### src/rtl/mux8to1_tdm.sv
// mux8to1_tdm: 8-channel time-division multiplexer (transmit side).
// Captures eight W-bit channel words into a shadow register on an accepted
// load and sends them one slot at a time on Y, with the slot index on S so
// the far-end demux can steer each word back to its channel. Each slot is
// held for HOLD cycles; a new frame can be accepted during the last cycle of
// the current one so consecutive frames run without a gap.
module mux8to1_tdm #(
    parameter int W    = 1,
    parameter int HOLD = 1
) (
    input  logic           clk,
    input  logic           rst_n,
    input  logic [8*W-1:0] D,
    input  logic           load,
    output logic           ready,
    output logic [W-1:0]   Y,
    output logic [2:0]     S,
    output logic           valid,
    output logic           done
);

    localparam int HC_W = (HOLD > 1) ? $clog2(HOLD) : 1;
    localparam logic [HC_W-1:0] HOLD_LAST = HC_W'(HOLD - 1);

    typedef enum logic {
        IDLE = 1'b0,
        SEND = 1'b1
    } state_t;

    state_t          state;
    state_t          state_nx;
    logic [8*W-1:0]  shadow;
    logic [8*W-1:0]  shadow_nx;
    logic [2:0]      slot;
    logic [2:0]      slot_nx;
    logic [HC_W-1:0] hold_cnt;
    logic [HC_W-1:0] hold_nx;
    logic            slot_end;
    logic            last;
    logic            accept;
    logic [W-1:0]    lane;

    // Frame boundary and handshake, all decoded from registered state only.
    assign slot_end = (hold_cnt == HOLD_LAST);
    assign last     = (state == SEND) && (slot == 3'd7) && slot_end;
    assign ready    = (state == IDLE) || last;
    assign accept   = load && ready;

    // State register; reset drops any frame in flight at once.
    always_ff @(posedge clk or negedge rst_n) begin
        if (!rst_n) begin
            state    <= IDLE;
            shadow   <= '0;
            slot     <= '0;
            hold_cnt <= '0;
        end else begin
            state    <= state_nx;
            shadow   <= shadow_nx;
            slot     <= slot_nx;
            hold_cnt <= hold_nx;
        end
    end

    // Next-state: capture on accept, walk hold_cnt then slot, chain or return to IDLE at the end.
    always_comb begin
        state_nx  = state;
        shadow_nx = shadow;
        slot_nx   = slot;
        hold_nx   = hold_cnt;
        case (state)
            IDLE: begin
                if (accept) begin
                    state_nx  = SEND;
                    shadow_nx = D;
                    slot_nx   = '0;
                    hold_nx   = '0;
                end
            end
            SEND: begin
                if (last) begin
                    slot_nx = '0;
                    hold_nx = '0;
                    if (accept) begin
                        shadow_nx = D;
                    end else begin
                        state_nx = IDLE;
                    end
                end else if (slot_end) begin
                    slot_nx = slot + 3'd1;
                    hold_nx = '0;
                end else begin
                    hold_nx = hold_cnt + HC_W'(1);
                end
            end
            default: begin
                state_nx = IDLE;
            end
        endcase
    end

    // Pick the shadow word for the current slot.
    always_comb begin
        lane = '0;
        for (int k = 0; k < 8; k++) begin
            if (slot == 3'(k)) begin
                lane = shadow[k*W +: W];
            end
        end
    end

    // Outputs are forced to zero while idle so stale shadow data never leaks.
    always_comb begin
        valid = (state == SEND);
        Y     = valid ? lane : '0;
        S     = valid ? slot : 3'd0;
        done  = last;
    end

endmodule

### config.mk
export PLATFORM = sky130hd
export DESIGN_NAME = mux8to1_tdm
export DESIGN_NICKNAME = d
export VERILOG_FILES = /design/src/rtl/mux8to1_tdm.sv
export SDC_FILE = /design/constraint.sdc
export NUM_CORES = 1
export LEC_CHECK = 0
export CORE_AREA = 2 2 39 41
export CTS_CLUSTER_DIAMETER = 150
export DETAILED_ROUTE_END_ITERATION = 6
export DIE_AREA = 0 0 41 43
export DONT_BUFFER_PORTS = 1
export PLACE_DENSITY = 0.69
export SYNTH_ARGS = -nofsm -noshare
export SYNTH_HDL_FRONTEND = slang
export SYNTH_SLANG_ARGS = --single-unit
### constraint.sdc
create_clock -name clk -period 4.9 [get_ports clk]
set_input_delay 0.98 -clock clk [delete_from_list [all_inputs] [get_ports clk]]
set_output_delay 0.98 -clock clk [all_outputs]
set_load 0.05 [all_outputs]
==> summary.txt <==
Clock tree
  • # resized after CTS: 0
  • TritonCTS clock tree: yes
  • Skew-Pair Late Insertion Delay: 0.28 ns
  • Clk sinks: 12
  • CTS hold repair buffers: 0
  • H-tree levels: 1
  • Inserted Clock Buffers: 3
  • Reg clk slew, reported paths: 0.07 ns
  • Postcts setup bufs: 0
  • Root Driver: clkbuf_4
  • Clk buf depth: 2

STA
  • Post-route clock period utilization: 70.8%
  • Unrepaired setup endpoints after global routing: false
  • Worst hold slack: 0.387 ns
  • Final-report max-slew violation count: 0
  • Total negative setup slack: 0 ns
  • Skew final: 0.00482 ns
  • Slew @ Worst Pin: 0.954 ns
  • Relative slew slack: 36.0%
  • Final Hold Vio Count: 0
  • Max Clock Freq: 288 MHz
  • Final Critical Period: 3.47 ns
  • # setup viols final: 0
  • Setup ws final: 1.43 ns

Floorplan
  • Initial core utilization: 52.0%
  • Die width: 41 µm
  • Die span in y: 43 µm
  • Io pins: 18
  • Core Box Area: 1380 µm²
  • # rows: 14
  • Die area: 1760 µm²

Place
  • Gpl congestion: 0.769
  • Setup slack at placement: 1.72 ns
  • Hpwl dp: 873 µm
  • Post-DP Area: 722 µm²
  • I/O Buffers: 0

Global routing
  • GRT overflow: 0
  • Largest net degree at the start of global routing: 13
  • Initial antenna violation count: 0
  • Vias in the first global route: 449
  • GRT Total Usage: 17.8%
  • Global-route wire length before repair: 1990 µm

Setup path
  • WS Path Type: reg2out
  • CP startpoint kind: register
  • Worst Reg-to-Reg Cells: 5
  • CP Capture Type: output pin
  • Max Fanout on Critical Path: 6
  • Worst Path Required: 3.92 ns
  • Critical path arrival: 2.49 ns

Route
  • Post-route DRC: 0
  • Violation count after the first detailed-route iteration: 1
  • Total vias in the final route: 439
  • DRT Wirelength: 1140 µm
  • DRT antenna net count: 0
  • Routed WL per cell: 14.4 µm
  • Drt first pass iters: 2
  • Vias per cell: 5.56

Synthesis
  • Post-synthesis sequential area ratio: 41.7%
  • Yosys warning count: 0
  • Syn avg cell area: 11.8 µm²
  • Mapped Cells: 61
  • Synthesized area: 719 µm²
  • Yosys cell types: 21
  • Area contributors post-synth: dfrtp_1, mux2_4, ha_1, and2_1, buf_6
  • Seq cells post-synth: 12
  • Syn Nets: 78
  • Largest area contributor in the netlist: dfrtp_1
  • Top cell type's share of synthesized area: 41.7%

Min path
  • Worst hold path class: in2async

Final layout
  • Finished Cell Area: 758 µm²
  • Area grow syn2layout: 5.39%
  • Layout Nets: 81
  • Ant. Diodes: 0
  • Layout cells sized above 1: 23.8%

Job
  • Max Cap Viol: 0

Status
  • Status: completed
Yosys cell counts:
library cell and number:
buf_6 2, nor3_1 1, nor4bb_1 1, and2_1 4, mux2_4 8, nand2_1 3, a211oi_1 2, nand3_1 1
dfrtp_1 12, o21ai_0 3, a21oi_1 4, nand2b_2 1, nor2_1 1, o31ai_1 2, ha_1 6, nand3b_1 1
nand2b_1 1, inv_1 5, nand2_8 1, o32ai_1 1, or3_1 1
layout make-up:
type	instances	area, µm²
multi-input combinational	42	383
sequential	12	300
tap	16	20.0
inverter	5	18.8
clock buffer	4	36.3
fill	125	626
path summary, 6_finish.rpt:
check / to / from / slack, ns
worst max-delay path: Y / slot[0] / 1.43
min in group clk: shadow[5] / shadow[5] / 0.51
max in group asynchronous: shadow[6] / rst_n / 4.44
worst max register to register: shadow[0] / slot[0] / 2.92
worst min register to register: shadow[5] / shadow[5] / 0.51
worst min-delay path: slot[0] / rst_n / 0.39
metal layers:
metal | vias to the layer above | global-route usage [%] | routed length (µm)
li1 | 217 | - | -
met1 | 205 | 23.6 | 474
met2 | 13 | 23.4 | 553
met3 | 4 | 9.42 | 84
met4 | 0 | 8.00 | 23
met5 | - | 0 | 0
cell families after synthesis:
logic type      synth area share, %
compound gates                 10.3
fa+ha+maj                      10.4
buf+inv                        5.74
flops                          41.7
mux                            16.7
simple gates                   15.1
cell usage in the layout (no fill, tap or decap):
cell and instances:
o31ai_1 1, nand2b_2 1, mux2_4 8, nand3b_1 1, nor3_1 1, and2_1 4, or3_1 1, ha_1 6
a21oi_1 4, o32ai_1 1, nand3_1 1, o31ai_2 1, nor4bb_1 1, nor2_1 1, nand2b_1 1, o21ai_0 3
a211oi_1 2, clkbuf_8 1, clkbuf_4 3, nand2_8 1, inv_1 5, dfrtp_1 12, nand2_1 3
per-stage QoR:
step                util [%]  cells
floorplan                  -     61
global placement        52.2     75
detailed placement      52.2     75
CTS                     54.8     79
global route            54.8     79
finish                  54.8     79
critical path, cell delays in order (launching register included):
cell	delay, ns
dfrtp_1	0.43
ha_1	0.24
ha_1	0.22
nand2b_2	0.41
o31ai_2	0.91
sequential cells by signal, summed over array words and instances (netlist names):
signal	count
valid	1
shadow	8
slot	3
Power is not shown: default switching activity piles up to over one toggle a cycle in this logic, so the estimate is an artifact.
